`src/rtl/mul_add_arbiter.sv`:
```
// mul_add_arbiter
// ---------------
// Shares a single floating-point mul_add unit between NUM_REQ requesters.
// Requests are arbitrated round-robin and only one operation is in flight at a
// time. The result goes back to the granted requester as a one-cycle strobe. A
// done-timeout watchdog clears a hung unit and reports an error response.
//
// Ports
//   clk          system clock, rising edge
//   aclr_n       asynchronous active-low reset
//   req_valid    per-requester operation request
//   req_dataa    packed operand a, requester i at [i*DATA_W +: DATA_W]
//   req_datab    packed operand b, same packing
//   req_ready    one-hot accept strobe (combinational, IDLE only)
//   rsp_valid    one-hot one-cycle response strobe
//   rsp_result   response data, held until the next response
//   rsp_error    response came from a watchdog timeout
//   busy         an operation is in progress
//   grant_id     index of the current/last granted requester
//   unit_clk_en  clock enable to the mul_add unit
//   unit_aclr    active-high clear to the mul_add unit
//   unit_start   one-cycle issue strobe to the unit
//   unit_dataa   registered operand a to the unit
//   unit_datab   registered operand b to the unit
//   unit_result  result from the unit
//   unit_done    completion flag from the unit
module mul_add_arbiter #(
  parameter int NUM_REQ = 2,
  parameter int DATA_W  = 32,
  parameter int TIMEOUT = 64,
  parameter int GRANT_W = $clog2(NUM_REQ)
) (
  input  logic                        clk,
  input  logic                        aclr_n,
  input  logic [NUM_REQ-1:0]          req_valid,
  input  logic [NUM_REQ*DATA_W-1:0]   req_dataa,
  input  logic [NUM_REQ*DATA_W-1:0]   req_datab,
  output logic [NUM_REQ-1:0]          req_ready,
  output logic [NUM_REQ-1:0]          rsp_valid,
  output logic [DATA_W-1:0]           rsp_result,
  output logic                        rsp_error,
  output logic                        busy,
  output logic [GRANT_W-1:0]          grant_id,
  output logic                        unit_clk_en,
  output logic                        unit_aclr,
  output logic                        unit_start,
  output logic [DATA_W-1:0]           unit_dataa,
  output logic [DATA_W-1:0]           unit_datab,
  input  logic [DATA_W-1:0]           unit_result,
  input  logic                        unit_done
);

  // Watchdog counts 0..TIMEOUT-1 while waiting for done.
  localparam int WDOG_W = $clog2(TIMEOUT);
  localparam logic [NUM_REQ-1:0] ONE_HOT0 = NUM_REQ'(1);
  localparam logic [GRANT_W-1:0] LAST_IDX = GRANT_W'(NUM_REQ - 1);
  localparam logic [WDOG_W-1:0]  WDOG_MAX = WDOG_W'(TIMEOUT - 1);

  typedef enum logic [1:0] {
    IDLE  = 2'd0,
    ISSUE = 2'd1,
    WAIT  = 2'd2,
    RESP  = 2'd3
  } state_t;

  state_t                state_r;
  state_t                state_next_s;
  logic [GRANT_W-1:0]    last_grant_r;
  logic [GRANT_W-1:0]    last_grant_next_s;
  logic [GRANT_W-1:0]    grant_id_r;
  logic [GRANT_W-1:0]    grant_next_s;
  logic [DATA_W-1:0]     dataa_r;
  logic [DATA_W-1:0]     dataa_next_s;
  logic [DATA_W-1:0]     datab_r;
  logic [DATA_W-1:0]     datab_next_s;
  logic [WDOG_W-1:0]     wdog_r;
  logic [WDOG_W-1:0]     wdog_next_s;
  logic [DATA_W-1:0]     rsp_result_r;
  logic [DATA_W-1:0]     result_next_s;
  logic                  rsp_error_r;
  logic                  error_next_s;
  logic [NUM_REQ-1:0]    rsp_valid_r;
  logic                  unit_start_r;
  logic                  unit_clk_en_r;
  logic                  aclr_pulse_r;
  logic                  busy_r;
  logic                  fire_s;

  logic                  found_s;
  logic [GRANT_W-1:0]    winner_s;
  logic [GRANT_W-1:0]    cand_s;
  logic                  hit_s;
  logic [DATA_W-1:0]     sel_a_s;
  logic [DATA_W-1:0]     sel_b_s;

  // Round-robin search starting one past the last served requester, with wrap.
  // The wrap compare keeps the index legal for non-power-of-two NUM_REQ.
  always_comb begin
    found_s  = 1'b0;
    winner_s = '0;
    cand_s   = last_grant_r;
    hit_s    = 1'b0;
    for (int off = 0; off < NUM_REQ; off++) begin
      cand_s   = (cand_s == LAST_IDX) ? '0 : cand_s + 1'b1;
      hit_s    = ~found_s & req_valid[cand_s];
      winner_s = hit_s ? cand_s : winner_s;
      found_s  = found_s | hit_s;
    end
  end

  // AND-OR operand mux selecting the winner's packed operands.
  always_comb begin
    sel_a_s = '0;
    sel_b_s = '0;
    for (int i = 0; i < NUM_REQ; i++) begin
      sel_a_s = sel_a_s | (req_dataa[i*DATA_W +: DATA_W] & {DATA_W{winner_s == GRANT_W'(i)}});
      sel_b_s = sel_b_s | (req_datab[i*DATA_W +: DATA_W] & {DATA_W{winner_s == GRANT_W'(i)}});
    end
  end

  // Next-state and next register values for the IDLE/ISSUE/WAIT/RESP sequence.
  always_comb begin
    state_next_s      = state_r;
    last_grant_next_s = last_grant_r;
    grant_next_s      = grant_id_r;
    dataa_next_s      = dataa_r;
    datab_next_s      = datab_r;
    wdog_next_s       = wdog_r;
    result_next_s     = rsp_result_r;
    error_next_s      = rsp_error_r;
    fire_s            = 1'b0;
    case (state_r)
      IDLE: begin
        if (found_s) begin
          state_next_s = ISSUE;
          grant_next_s = winner_s;
          dataa_next_s = sel_a_s;
          datab_next_s = sel_b_s;
        end else begin
          state_next_s = IDLE;
        end
      end
      ISSUE: begin
        state_next_s = WAIT;
        wdog_next_s  = '0;
      end
      WAIT: begin
        wdog_next_s = wdog_r + 1'b1;
        // done takes precedence over a coinciding timeout
        if (unit_done) begin
          state_next_s  = RESP;
          result_next_s = unit_result;
          error_next_s  = 1'b0;
        end else if (wdog_r == WDOG_MAX) begin
          state_next_s  = RESP;
          result_next_s = '0;
          error_next_s  = 1'b1;
          fire_s        = 1'b1;
        end else begin
          state_next_s = WAIT;
        end
      end
      RESP: begin
        last_grant_next_s = grant_id_r;
        state_next_s      = IDLE;
      end
      default: begin
        state_next_s = IDLE;
      end
    endcase
  end

  // State and output registers; strobes are registered from the next state so
  // they line up with the state they belong to.
  always_ff @(posedge clk or negedge aclr_n) begin
    if (!aclr_n) begin
      state_r       <= IDLE;
      last_grant_r  <= LAST_IDX;
      grant_id_r    <= '0;
      dataa_r       <= '0;
      datab_r       <= '0;
      wdog_r        <= '0;
      rsp_result_r  <= '0;
      rsp_error_r   <= 1'b0;
      rsp_valid_r   <= '0;
      unit_start_r  <= 1'b0;
      unit_clk_en_r <= 1'b0;
      aclr_pulse_r  <= 1'b0;
      busy_r        <= 1'b0;
    end else begin
      state_r       <= state_next_s;
      last_grant_r  <= last_grant_next_s;
      grant_id_r    <= grant_next_s;
      dataa_r       <= dataa_next_s;
      datab_r       <= datab_next_s;
      wdog_r        <= wdog_next_s;
      rsp_result_r  <= result_next_s;
      rsp_error_r   <= error_next_s;
      rsp_valid_r   <= (state_next_s == RESP) ? (ONE_HOT0 << grant_next_s) : '0;
      unit_start_r  <= (state_next_s == ISSUE);
      unit_clk_en_r <= (state_next_s == ISSUE) || (state_next_s == WAIT);
      aclr_pulse_r  <= fire_s;
      busy_r        <= (state_next_s != IDLE);
    end
  end

  assign req_ready   = ((state_r == IDLE) && found_s) ? (ONE_HOT0 << winner_s) : '0;
  assign rsp_valid   = rsp_valid_r;
  assign rsp_result  = rsp_result_r;
  assign rsp_error   = rsp_error_r;
  assign busy        = busy_r;
  assign grant_id    = grant_id_r;
  assign unit_clk_en = unit_clk_en_r;
  // Unit is held in clear throughout our own reset, plus the watchdog pulse.
  assign unit_aclr   = ~aclr_n | aclr_pulse_r;
  assign unit_start  = unit_start_r;
  assign unit_dataa  = dataa_r;
  assign unit_datab  = datab_r;

endmodule

```
`config.mk`:
```
export PLATFORM = sky130hd
export DESIGN_NAME = mul_add_arbiter
export DESIGN_NICKNAME = d
export VERILOG_FILES = /design/src/rtl/mul_add_arbiter.sv
export SDC_FILE = /design/constraint.sdc
export NUM_CORES = 1
export LEC_CHECK = 0
export BUFFER_PORTS_ARGS = -buffer_cell sky130_fd_sc_hd__buf_2
export CORE_AREA = 2 2 105 107
export CTS_BUF_LIST = sky130_fd_sc_hd__clkbuf_8
export DETAILED_ROUTE_END_ITERATION = 8
export DIE_AREA = 0 0 107 109
export PLACE_DENSITY = 0.82
export REMOVE_ABC_BUFFERS = 1
export SLEW_MARGIN = 5
export SYNTH_ARGS = -nofsm -noshare
export SYNTH_HDL_FRONTEND = slang
export SYNTH_SLANG_ARGS = --single-unit
```
`constraint.sdc`:
```
create_clock -name clk -period 3.46 [get_ports clk]
set_input_delay 0.692 -clock clk [delete_from_list [all_inputs] [get_ports clk]]
set_output_delay 0.692 -clock clk [all_outputs]
set_load 0.02 [all_outputs]
```
==> summary.txt <==
status: finished, final reports clean
initial antenna violation count: 0
first-pass GRT wire length: 21500 um
CTS Buf Count: 17
internal power: 4.05 mW
Syn Inst Count: 424
Sw Ratio: 39.7%
final instance area: 0.00675 sq mm
register bit total from synthesis: 113
Max-Cap Viols: 0
Clock Skews: 0.0103 ns
sequential cell area: 0.00283 sq mm
Die X: 107 um
Worst-Margin Slew: 1.07 ns
commonest non-fill, non-tap cells in the layout: buf_2 (269), dfrtp_1 (112), nand2_1 (75)
final hold vios: 0
CP Launch Type: flip-flop
Via density: 5.18
CTS tree: yes
CP Capture Type: output port
RD Place Congestion: 0.832
Mean Syn Cell Area: 11.3 sq um
post-layout min period: 2.36 ns
Crit Path Category: flip-flop to output port
post-synthesis cell type count: 35
DRC Markers: 0
Die H: 109 um
Tcrit/Tclk final: 68.1%
Overall Global Routing Usage: 24.5%
port bufs: 270
WP buf/inv: 2
antenna violation net count after detailed routing: 0
HP Class: input port to asynchronous set/reset pin
Req. time, crit path: 2.77 ns
largest net degree at the start of global routing: 68
die area: 0.0117 sq mm
Sink Count: 113
CTS clk-pin slew, worst paths: 0.07 ns
CTS H-Tree Depth: 4
sequential fraction of design power: 33.1%
WP data arrival: 1.67 ns
cell taking the most area after synthesis: dfrtp_1
Fillers: 823
achievable clock frequency: 424 MHz
Top Family by Delay on Critical Path: flip-flops
fraction of layout cells with a size suffix above 1: 44.5%
RSZ-0062 raised after global routing: false
Clock power frac: 22.3%
Final Worst Setup Slack: 1.10 ns
Place WS: 1.29 ns
drt wl/cell: 17.0 um
Starting Density: 45.3%
worst-path maximum fanout: 4
clk root buf: clkbuf_8
area of the multi-input gates: 0.00182 sq mm
placed inst area: 0.00625 sq mm
final hold slack: 0.102 ns
Core Box Area: 0.0106 sq mm
CP max stage delay: 0.39 ns
Final Slew Violations: 0
post-synth top area share: 58.4%
DRT Pass-1 Iters: 4
Clock Latency Late Sink: 0.43 ns
vias: 4369
sequential share of the synthesized area: 58.9%
worst-path cell chain: inv_1, ha_1, nand2_1, a21oi_4, buf_2
FF-to-FF setup slack: 1.34 ns
top cells by area, synth: dfrtp_1 (58%), a221o_1 (13%), nand2_1 (5.9%), and2_0 (4.4%), and2_1 (4.0%)
DRT Wirelength: 14300 um
row cnt: 38
final setup vio count: 0
DP HPWL: 10200 um
post-CTS repair timing setup buffer count: 0
PD cells: 995 mW/mm^2
worst relative slew slack: 28.3%
Synth-to-Final Area Change: 40.6%
Synth Cell Area: 0.00480 sq mm
vias in the first global route: 4237
combinational fraction of design power: 44.6%
Synth Warn #: 0
worst vdd ir: 0.597 mV
Leakage: 3.53 nW
CTS resizes: 0
initial DRC count: 374
I/O pins: 271
diodes inserted: 0
CTS Hold Bufs: 0
most common cell after layout, fill and taps aside: buf_2
nets@finish: 863
remaining global-route overflow: 0
clock tree buffer depth: 2
CP max-delay cell: dfrtp_1
Psw: 2.66 mW
==> layer usage <==
metal,part of all wire (%),GRT usage (%)
met1,41,28.7
met2,49,40.2
met3,9.0,10.6
met4,1.3,9.28
met5,0,0
==> cell usage after synthesis <==
master / instances
a211o_1: 1
a21oi_1: 3
a21oi_2: 1
a221o_1: 64
a31oi_1: 1
and2_0: 34
and2_1: 31
buf_2: 14
buf_4: 2
buf_6: 2
clkbuf_1: 12
dfrtp_1: 112
dfstp_2: 1
ha_1: 8
inv_1: 6
mux2i_1: 1
nand2_1: 75
nand2b_1: 1
nand3_1: 1
nand4_1: 1
nor2_1: 4
nor2b_1: 1
nor3_1: 1
nor3_4: 1
nor3b_1: 1
nor4_1: 1
o21a_1: 2
o21ai_0: 7
o21ai_1: 29
o21ai_2: 1
o2bb2ai_1: 1
o31a_1: 1
o31ai_1: 1
or3_1: 1
xor2_1: 1
==> power groups by stage <==
stage | Combinational, mW | Sequential, mW | Clock (mW)
2_1_floorplan | 1.18 | 2.90 | 0
3_3_place_gp | 2.92 | 2.21 | 0
3_5_place_dp | 3.00 | 2.22 | 0
4_1_cts | 3.02 | 2.22 | 1.53
5_1_grt | 3.23 | 2.29 | 1.58
6_report | 2.99 | 2.22 | 1.50
==> kinds of logic (layout without fill, tap and decap cells) <==
logic type | after synthesis | in the layout | synth area share (%)
buf+inv | 36 | 315 | 3.65
fa+ha+maj | 8 | 8 | 2.09
mux | 1 | 1 | 0.209
simple gates | 153 | 153 | 16.0
xor+xnor | 1 | 1 | 0.183
compound gates | 112 | 112 | 18.9
flops | 113 | 113 | 58.9
==> final timing paths <==
| kind | startpoint | endpoint | cells past startpoint |
|---|---|---|---|
| hold reg to reg | rsp_error | rsp_error | 1 |
| setup / recovery | state_r[0] | req_ready[0] | 5 |
| setup reg to reg | state_r[0] | rsp_valid[1] | 8 |
| max in group asynchronous | aclr_n | wdog_r[5] | 3 |
| min in group clk | unit_done | aclr_pulse_r | 2 |
| hold / removal | aclr_n | unit_datab[17] | 1 |
==> per-stage QoR <==
stage	cells	utilization, %	power (mW)	TNS, ns
floorplan	394	-	4.09	-23.21
global placement	811	59.0	5.13	0
detailed placement	811	59.0	5.23	0
CTS	843	63.6	6.77	0
global route	843	63.6	7.11	0
finish	843	63.6	6.71	0
==> registers in the layout (all words and copies together), names as in the netlist <==
signal and cells:
aclr_pulse_r 1, busy 1, grant_id 1, last_grant_r 1, rsp_error 1, rsp_result 32, rsp_valid 2, state_r 2
unit_clk_en 1, unit_dataa 32, unit_datab 32, unit_start 1, wdog_r 6
==> cell type report <==
type / instances / area share, %
well taps: 140 / 2.60
repair buffers: 277 / 20.8
clock inverters: 9 / 2.60
inverters: 6 / 0.334
multi-input cells: 275 / 27.0
clock buffers: 23 / 4.69
flip-flops and latches: 113 / 41.9
No activity file was read; power rests on OpenSTA's default activity.
